## src/rtl/ext_arbiter.sv

```systemverilog
// Round-robin arbiter sharing one sign/zero-extension datapath between two requesters,
// returning results through a single-entry registered valid/ready output stage.

module sign_extend #(
  parameter int unsigned N = 8,
  parameter int unsigned M = 16
) (
  input  logic [N-1:0] d_i,
  output logic [M-1:0] q_o
);

  assign q_o = {{(M-N){d_i[N-1]}}, d_i};

endmodule

module ext_arbiter #(
  parameter int unsigned N = 8,
  parameter int unsigned M = 16
) (
  input  logic         clk,
  input  logic         rst_n,
  input  logic [1:0]   req_valid,
  input  logic [N-1:0] req_data0,
  input  logic [N-1:0] req_data1,
  input  logic [1:0]   req_signed,
  output logic [1:0]   req_ready,
  output logic         out_valid,
  output logic [M-1:0] out_data,
  output logic         out_id,
  input  logic         out_ready,
  output logic [7:0]   busy_cnt
);

  localparam int unsigned BusyW   = 8;
  localparam logic [BusyW-1:0] BusyMax = 8'hFF;

  typedef enum logic {
    ST_EMPTY = 1'b0,
    ST_FULL  = 1'b1
  } state_e;

  state_e           state_q;
  logic [M-1:0]     data_q;
  logic             id_q;
  logic             rr_q;
  logic [BusyW-1:0] busy_q;

  logic             can_accept;
  logic [1:0]       grant;
  logic             win_id;
  logic             fire;
  logic [N-1:0]     sel_data;
  logic             sel_signed;
  logic [M-1:0]     sext_data;
  logic [M-1:0]     ext_data;

  assign can_accept = (state_q == ST_EMPTY) | out_ready;

  // Contention resolves toward rr_q; a lone requester always wins.
  always_comb begin
    grant = req_valid;
    if (req_valid == 2'b11) begin
      grant = rr_q ? 2'b10 : 2'b01;
    end
  end

  assign win_id     = grant[1];
  assign fire       = can_accept & (|req_valid);
  assign req_ready  = grant & {2{can_accept & rst_n}};

  assign sel_data   = win_id ? req_data1 : req_data0;
  assign sel_signed = req_signed[win_id];

  sign_extend #(.N(N), .M(M)) u_sext (
    .d_i (sel_data),
    .q_o (sext_data)
  );

  assign ext_data = sel_signed ? sext_data : M'(sel_data);

  // Output stage FSM; in FULL a retiring result and a new capture share one edge.
  always_ff @(posedge clk or negedge rst_n) begin
    if (!rst_n) begin
      state_q <= ST_EMPTY;
      data_q  <= '0;
      id_q    <= 1'b0;
      rr_q    <= 1'b0;
      busy_q  <= '0;
    end else begin
      case (state_q)
        ST_EMPTY: begin
          if (fire) begin
            state_q <= ST_FULL;
            data_q  <= ext_data;
            id_q    <= win_id;
          end
        end
        ST_FULL: begin
          if (out_ready) begin
            if (fire) begin
              data_q <= ext_data;
              id_q   <= win_id;
            end else begin
              state_q <= ST_EMPTY;
            end
          end
        end
      endcase
      if (fire) begin
        rr_q <= ~win_id;
      end
      if ((state_q == ST_FULL) && !out_ready && (busy_q != BusyMax)) begin
        busy_q <= busy_q + BusyW'(1);
      end
    end
  end

  assign out_valid = (state_q == ST_FULL);
  assign out_data  = data_q;
  assign out_id    = id_q;
  assign busy_cnt  = busy_q;

endmodule

```

## config.mk

```make
export PLATFORM = sky130hd
export DESIGN_NAME = ext_arbiter
export DESIGN_NICKNAME = d
export VERILOG_FILES = /design/src/rtl/ext_arbiter.sv
export SDC_FILE = /design/constraint.sdc
export NUM_CORES = 1
export LEC_CHECK = 0
export CAP_MARGIN = 10
export CORE_MARGIN = 2
export CORE_UTILIZATION = 40
export CTS_BUF_LIST = sky130_fd_sc_hd__clkbuf_2
export DETAILED_ROUTE_END_ITERATION = 8
export GPL_ROUTABILITY_DRIVEN = 0
export PLACE_DENSITY_LB_ADDON = 0.15
export SLEW_MARGIN = 20
export SYNTH_ARGS = -nofsm -noshare
export SYNTH_HDL_FRONTEND = slang
export SYNTH_SLANG_ARGS = --single-unit
```

## constraint.sdc

```tcl
create_clock -name clk -period 1.6 [get_ports clk]
set_input_delay 0.32 -clock clk [delete_from_list [all_inputs] [get_ports clk]]
set_output_delay 0.32 -clock clk [all_outputs]
set_load 0.05 [all_outputs]
```

; ---- Word-level counts from Yosys, hierarchy flattened
; Index checks and enable logic that the tools add are counted.
[totals]
word_cells = 35
out_inout_bits = 28
regBits = 27
[op_classes]
magnitude_cmp = 1
n_reduce_logical = 4
bitwise_logic = 6
muxes = 15
n_addsub = 1
n_eq_ne = 3
[ops]
columns = op, n
row1 = $mux W16, 3
row2 = $pmux W16 S2, 1
row3 = $add A8 B1 Y8 const B, 1
row4 = $mux W8, 1
row5 = $ne A8 B8 Y1 const B, 1
row6 = $mux W1, 6
row7 = $mux W2, 2
row8 = $pmux W1 S2, 2
row9 = $and A1 B1 Y1, 2
row10 = $and A2 B2 Y2, 1
row11 = $eq A2 B2 Y1 const B, 1
row12 = $logic_and A1 B1 Y1, 2
row13 = $lt A1 B2 Y1 const B, 1
row14 = $ne A2 B2 Y1 const B, 1
row15 = $not A1 Y1, 2
row16 = $reduce_or A2 Y1, 1
row17 = $logic_not A1 Y1, 1
row18 = $or A1 B1 Y1, 1

; ---- Depth between registers and ports, before layout
; Gate-level depths: netlist of run 1.
[depth]
word_depth = 8
mapped_depth = 5
mapped_depth_nobuf = 5

; ---- Hierarchy
; A second synthesis of run 1 with hierarchy kept.
[hier_totals]
hier_cells = 186
hier_area_um2 = 1645.3
[by_module_without_submodules]
columns = mod, cells_each, area_each_um2, n_inst
row1 = ext_arbiter, 170, 1525.2, 1
row2 = sign_extend, 16, 120.1, 1

; ---- Least setup slack after synthesis of run 1
; No wires, ideal clock.
[synth_timing]
path_kind = register to output
from = register state_q (netlist: out_valid)
to = output port req_ready[1]
path_buffers = 1
path_slack_ps = -294
required_time_ps = 1280
arrival_time_ps = 1574
path_stages_with_launch = 5
cell_sequence = dfrtp_1 > nor2b_4 > buf_6 > nor3_4 > and2_2
[synth_between]
elab_chain_len = 4
[synth_rtl]
columns = element, line_no
row1 = start: declaration, 42  ; state_e state_q;
row2 = start signal: assignment, 84  ; state_q <= ST_EMPTY;
row3 = start signal: assignment, 93  ; state_q <= ST_FULL;
row4 = start signal: assignment, 104  ; state_q <= ST_EMPTY;
row5 = $not A1 Y1, n/a
row6 = $or A1 B1 Y1, 57  ; assign can_accept = (state_q == ST_EMPTY) | out_ready;
row7 = $and A1 B1 Y1, 69  ; assign req_ready = grant & {2{can_accept & rst_n}};
row8 = $and A2 B2 Y2, 69
row9 = end: declaration, 26  ; output logic [1:0] req_ready,
; Every way passes these cells.

; ---- Final worst setup path of run 1
; Same ends and word-level chain as after synthesis.

==> summary.md, run 1 <==
| Metric | Value |
|---|---|
| CTS Buf Count | 3 |
| Synth warn | 0 |
| Total Wirelength | 2510 µm |
| Leakage | 0.846 nW |
| Die extent in x | 54.6 µm |
| Initial antenna violation count | 0 |
| CTS Hold Bufs | 0 |
| Via/cell ratio | 4.93 |
| Yosys reg bits | 20 |
| Syn Std Cell Area | 1020 µm² |
| Top_reg_cell synth | dfrtp_1 |
| Ranking of synthesized cells by area | dfrtp_1 49%, nand2_1 8.1%, a22oi_1 5.1% |
| Via count | 942 |
| Clock Skew | 0.00953 ns |
| Worst Setup Path Type | reg -> out |
| Average wire per standard cell | 13.2 µm |
| Hpwl dp | 2030 µm |
| Peak fanout along the critical path | 3 |
| Die height | 54.6 µm |
| Avg Synthesized Cell Area | 10.0 µm² |
| Grt ovf | 0 |
| Seq pwr share | 33.1% |
| Top cell type by total area after synthesis | dfrtp_1 |
| Switching component of the power | 0.00122 W |
| Drt initial violations | 10 |
| Post-synthesis sequential area ratio | 48.9% |
| EDFF count, synth | 0 |
| Die area | 2980 µm² |
| Failing checks | setup timing |
| Sw Share | 45.5% |
| Largest net degree at the start of global routing | 16 |
| Clock power frac | 8.0% |
| Fin crit share | 106% |
| Worst hold path class | in -> async |
| Pwr/cell area | 1460 nW/µm² |
| Top-level port count | 51 |
| Min Tclk post-route | 1.70 ns |
| Nets | 186 |
| Root buf cell | clkbuf_2 |
| Startpoint types | flop |
| # diodes | 0 |
| Maxcap violations | 0 |
| Layout area overhead | 78.9% |
| Syn_nets | 126 |
| Buffers on Ports | 50 |
| Max VDD drop | 1.14 mV |
| Worst reg2reg path endpoint | busy_cnt[1] |
| Pint | 0.00146 W |
| Clock Path Buffers | 2 |
| Clk sinks | 20 |
| Post-synth top area share | 48.9% |
| Post-synth ARST share | 100% |
| Critical Path End Type | output port |
| Fmax | 0.590 GHz |
| Post-Syn Instances | 102 |
| # DRC | 0 |
| Flop2flop setup slack | 0.10 ns |
| Launch point of the worst reg-to-reg path | busy_cnt[1] |
| RSZ-0062 raised after global routing | yes |
| All-layer global routing usage | 20.2% |
| WP data required | 1.28 ns |
| First-pass GRT wire length | 4240 µm |
| Finish-stage setup viols | 2 |
| Unique masters post-synth | 35 |
| Worst-Margin Slew | 0.301 ns |
| Skew-Pair Late Insertion Delay | 0.33 ns |
| Final WS setup | -0.0963 ns |
| Row count | 18 |
| Starting Density | 41.7% |
| Combinational share of power | 58.9% |
| Routed Antenna Nets | 0 |
| Layout cell share with drive strength beyond 1 | 42.2% |
| CTS tree | yes |
| Filler cells | 183 |
| Rel. slew slack | 79.7% |
| Outcome | complete, but fails checks |
| Final slew viol count | 0 |
| Hold slack final | 0.307 ns |
| Post-layout util | 74.6% |
| Number of global-route vias before repair | 1025 |
| R2R depth | 5 |
| CTS clk-pin slew, worst paths | 0.19 ns |
| Final Hold Viols | 0 |
| H-tree levels | 1 |
| CP arrival | 1.38 ns |
| Core Area | 2450 µm² |
| Drt first pass iters | 4 |
==> power groups by stage <==
stage / clock, W / sequential, W / combinational [W]
finish: 0.000213 / 0.000886 / 0.00158
CTS: 0.000213 / 0.000887 / 0.00159
detailed placement: 0 / 0.000897 / 0.00158
floorplan: 0 / 0.00129 / 0.000418
global placement: 0 / 0.000886 / 0.00156
global route: 0.000236 / 0.000916 / 0.00167
==> layout by cell type (no fill, tap or decap), types with 2 or more instances in the layout <==
| cell type | instances |
|---|---|
| buf_4 | 24 |
| nand2_1 | 22 |
| clkdlybuf4s50_1 | 19 |
| buf_12 | 19 |
| dfrtp_1 | 14 |
| a22oi_1 | 7 |
| dfrtp_2 | 6 |
| nand3_1 | 4 |
| inv_1 | 3 |
| a21oi_1 | 3 |
| nor2_1 | 3 |
| clkbuf_2 | 3 |
| dlygate4sd2_1 | 3 |
| and2_4 | 2 |
| o21ai_0 | 2 |
| xnor2_1 | 2 |
| nor3_1 | 2 |
==> timing repair <==
item	in CTS	in global routing
pin swaps	2	1
setup buffers	1	2
cloned	0	0
gates resized for setup	6	0
endpoints found under the setup margin	2	2
endpoints found under the hold margin	0	0
==> flip-flops by register name, summed over array words and instances (netlist names) <==
register / flops
out_data: 9
busy_cnt: 8
out_id: 1
out_valid: 1
rr_q: 1
==> worst max path at each step <==
stage | startpoint | to | slack [ns] | cells past startpoint
6_report | out_valid | req_ready[1] | -0.1 | 4
5_1_grt | out_valid | req_ready[1] | -0.17 | 4
4_1_cts | out_valid | req_ready[1] | -0.11 | 4
3_5_place_dp | out_ready | req_ready[0] | -0.22 | 5
3_3_place_gp | out_ready | req_ready[0] | -0.22 | 5
2_1_floorplan | out_valid | req_ready[1] | -0.12 | 4
==> Yosys cell counts, types with 2 or more instances <==
library cell and number:
nor2b_1 2, o21ai_0 2, a21oi_1 3, nor2_1 3, nand2_1 22, xnor2_1 2, a22oi_1 7, inv_1 3
and4_1 2, buf_4 7, nand3_1 4, nor3_1 2, dfrtp_1 20, mux2_2 2
==> per-stage QoR <==
| step | instance area, µm² | power (W) | cells | setup WS (ns) | TNS [ns] |
|---|---|---|---|---|---|
| global route | 1830 | 0.00282 | 191 | -0.174 | -0.308 |
| global placement | 1780 | 0.00244 | 184 | -0.217 | -1.40 |
| detailed placement | 1780 | 0.00248 | 184 | -0.220 | -1.71 |
| floorplan | 1060 | 0.00171 | 102 | -0.120 | -0.127 |
| CTS | 1820 | 0.00269 | 189 | -0.113 | -0.196 |
| finish | 1830 | 0.00268 | 191 | -0.0963 | -0.174 |
==> kinds of logic (layout without fill, tap and decap cells) <==
family,count (synthesis),in the layout,synth area share (%)
AOI/OAI and AO/OA,18,18,12.7
xor gates and xnor gates,2,2,1.71
adders and majority gates,1,1,1.22
buffers and inverters,13,72,8.19
DFF,20,20,48.9
muxes,2,2,2.20
and+or+nand+nor,46,46,25.1
==> critical path: stages, from the launching register on <==
cell and delay [ns]:
dfrtp_2 0.47, nor2b_4 0.14, nor3_4 0.12, and2_4 0.18, buf_12 0.13
==> routing by layer <==
metal	global-route usage, %	up-vias	wire length [µm]
met5	0	-	0
met4	10.0	0	47
met3	3.55	5	146
met2	37.3	27	1320
met1	21.7	442	997
li1	-	468	-
==> final cells by class <==
cell class              count  area [µm²]  area share (%)
well taps                  30        37.5            2.05
clock inverters             1        3.75           0.205
inverters                   3        11.3           0.615
multi-input cells          69         478            26.1
repair buffers             65         777            42.4
clock buffers               3        15.0           0.820
flip-flops and latches     20         508            27.8
Power figures use the tool's default switching activity.
==> run 2: changes to the inputs <==
- CORE_UTILIZATION: 40 -> 37
- CTS_CLUSTER_SIZE: not set -> 40
- clock period: 1.6 -> 1.5 ns (I/O delays scaled with it)
==> run 2 against run 1 <==
Effect of this change:
- largest power group unchanged
- final cell count rose by 2.6%
- utilization decreased by 0.23 points
- critical path depth did not move
- routed wire length grew 11%
- the run still ends with setup timing left
- largest cell class unchanged
==> summary.md, run 2 (synthesized netlist as in run 1, its figures left out) <==
| Metric | Value |
|---|---|
| Outcome | complete, but fails checks |
| Failing checks | setup timing |
| CTS clk-pin slew, worst paths | 0.20 ns |
| Commonest non-fill, non-tap cell in the layout | buf_12 |
| Post-layout util | 74.3% |
| Layout area overhead | 95.1% |
| Total Wirelength | 2800 µm |
| Maxcap violations | 0 |
| Die area | 3200 µm² |
| Crit path cell chain | nor2b_4 -> nor3_4 -> and2_4 -> buf_12 |
| Peak fanout along the critical path | 3 |
| Routed Antenna Nets | 0 |
| Number of global-route vias before repair | 1041 |
| Startpoint types | flop |
| Drt first pass iters | 4 |
| Critical Path End Type | output port |
| Final WS setup | -0.171 ns |
| Die height | 56.6 µm |
| Via/cell ratio | 4.99 |
| Largest net degree at the start of global routing | 13 |
| Total power | 0.00310 W |
| Core Area | 2690 µm² |
| CTS Buf Count | 3 |
| Buf/Inv on CP | 1 |
| Hpwl dp | 2200 µm |
| Crit path largest cell delay | 0.47 ns |
| Max VDD drop | 1.54 mV |
| CP max stage cell | dfrtp_2 |
| First-pass GRT wire length | 4730 µm |
| Hold slack final | 0.342 ns |
| RSZ-0062 raised after global routing | yes |
| Root buf cell | clkbuf_2 |
| CP arrival | 1.37 ns |
| CTS tree | yes |
| Dominant delay contributor by cell family on the critical path | flip-flops |
| Clock Skew | 0.0114 ns |
| Filler cells | 183 |
| Initial antenna violation count | 0 |
| Min Tclk post-route | 1.67 ns |
| Pwr/cell area | 1550 nW/µm² |
| Pre-CTS setup slack | -0.249 ns |
| Skew-Pair Late Insertion Delay | 0.31 ns |
| Final slew viol count | 0 |
| H-tree levels | 1 |
| Die extent in x | 56.6 µm |
| Most frequent cells in the layout | 28 x buf_12, 21 x nand2_1, 19 x clkdlybuf4s50_1, 19 x buf_4, 12 x dfrtp_1 |
| Drt initial violations | 13 |
| Buffers on Ports | 50 |
| Average wire per standard cell | 14.3 µm |
| Fmax | 0.598 GHz |
| Finish-stage setup viols | 2 |
| Fin crit share | 111% |
| All-layer global routing usage | 18.6% |
| Worst-Margin Slew | 0.301 ns |
| # DRC | 0 |
| WP data required | 1.20 ns |
| Worst Setup Path Type | reg -> out |
| Starting Density | 38.1% |
| Nets | 190 |
| Top-level port count | 51 |
| Row count | 19 |
| Leakage | 0.906 nW |
| Final Hold Viols | 0 |
| Rel. slew slack | 79.9% |
| Clk sinks | 20 |
| # diodes | 0 |
| Worst hold path class | in -> async |
| Clock Path Buffers | 2 |
| Via count | 979 |
| Layout cell share with drive strength beyond 1 | 47.3% |
| Grt ovf | 0 |
| Max reg flops | 9 |
[run 2: changes by cell type in the layout (fill, tap and decap cells not counted), sizes merged]
cell	previous run	this run
clkbuf	3	4
clkinv	1	0
buf	43	47
[run 2: final cells by class]
| type | instances | area [µm²] | area share (%) |
|---|---|---|---|
| inverters | 3 | 11.3 | 0.564 |
| flip-flops and latches | 20 | 510 | 25.6 |
| repair buffers | 69 | 920 | 46.1 |
| well taps | 31 | 38.8 | 1.94 |
| multi-input cells | 69 | 497 | 24.9 |
| clock buffers | 4 | 20.0 | 1.00 |
[run 2: through the flow]
stage | TNS, ns | cells | instance area, µm²
global route | -0.478 | 196 | 2000
detailed placement | -3.10 | 189 | 1930
CTS | -0.343 | 195 | 1970
finish | -0.300 | 196 | 2000
global placement | -2.30 | 189 | 1930
floorplan | -0.307 | 102 | 1060
[run 2: report_power, final]
group / internal (W) / switching, W / total (W) / leakage, nW
Combinational: 0.000967 / 0.000970 / 0.00194 / 0.658
Clock: 0.0000706 / 0.000167 / 0.000238 / 0.0166
Sequential: 0.000700 / 0.000226 / 0.000926 / 0.232
Total: 0.00174 / 0.00136 / 0.00310 / 0.906
[run 2: routing by layer]
metal  routed length, µm  track usage (%)
met1                1140             23.2
met2                1430             31.2
met3                 176             4.38
met4                  52             6.80
met5                   0                0
[run 2: path summary, 6_finish.rpt]
path / start / endpoint / slack (ns) / depth (start not counted)
worst max register to register: busy_cnt[1] / busy_cnt[1] / 0.07 / 5
worst max-delay path: out_valid / req_ready[1] / -0.17 / 4
worst min-delay path: rst_n / out_data[2] / 0.34 / 2
min in group clk: req_valid[0] / out_valid / 0.46 / 3
worst min register to register: out_id / out_id / 0.57 / 1
max in group asynchronous: rst_n / busy_cnt[4] / 0.96 / 2
[run 2: timing repair]
item,4_1_cts,5_1_grt
buffers inserted,2,1
resized for setup,7,5
pin swaps,1,2
hold buffers,0,0
endpoints found under the hold margin,0,0
setup endpoints to repair,2,4
gates cloned,0,0
[run 2: worst register-to-register path, stage by stage, from the launching register on]
cell	delay, ns
dfrtp_2	0.43
ha_4	0.15
and4_4	0.23
nand4_4	0.13
nand2_4	0.11
mux2_4	0.30
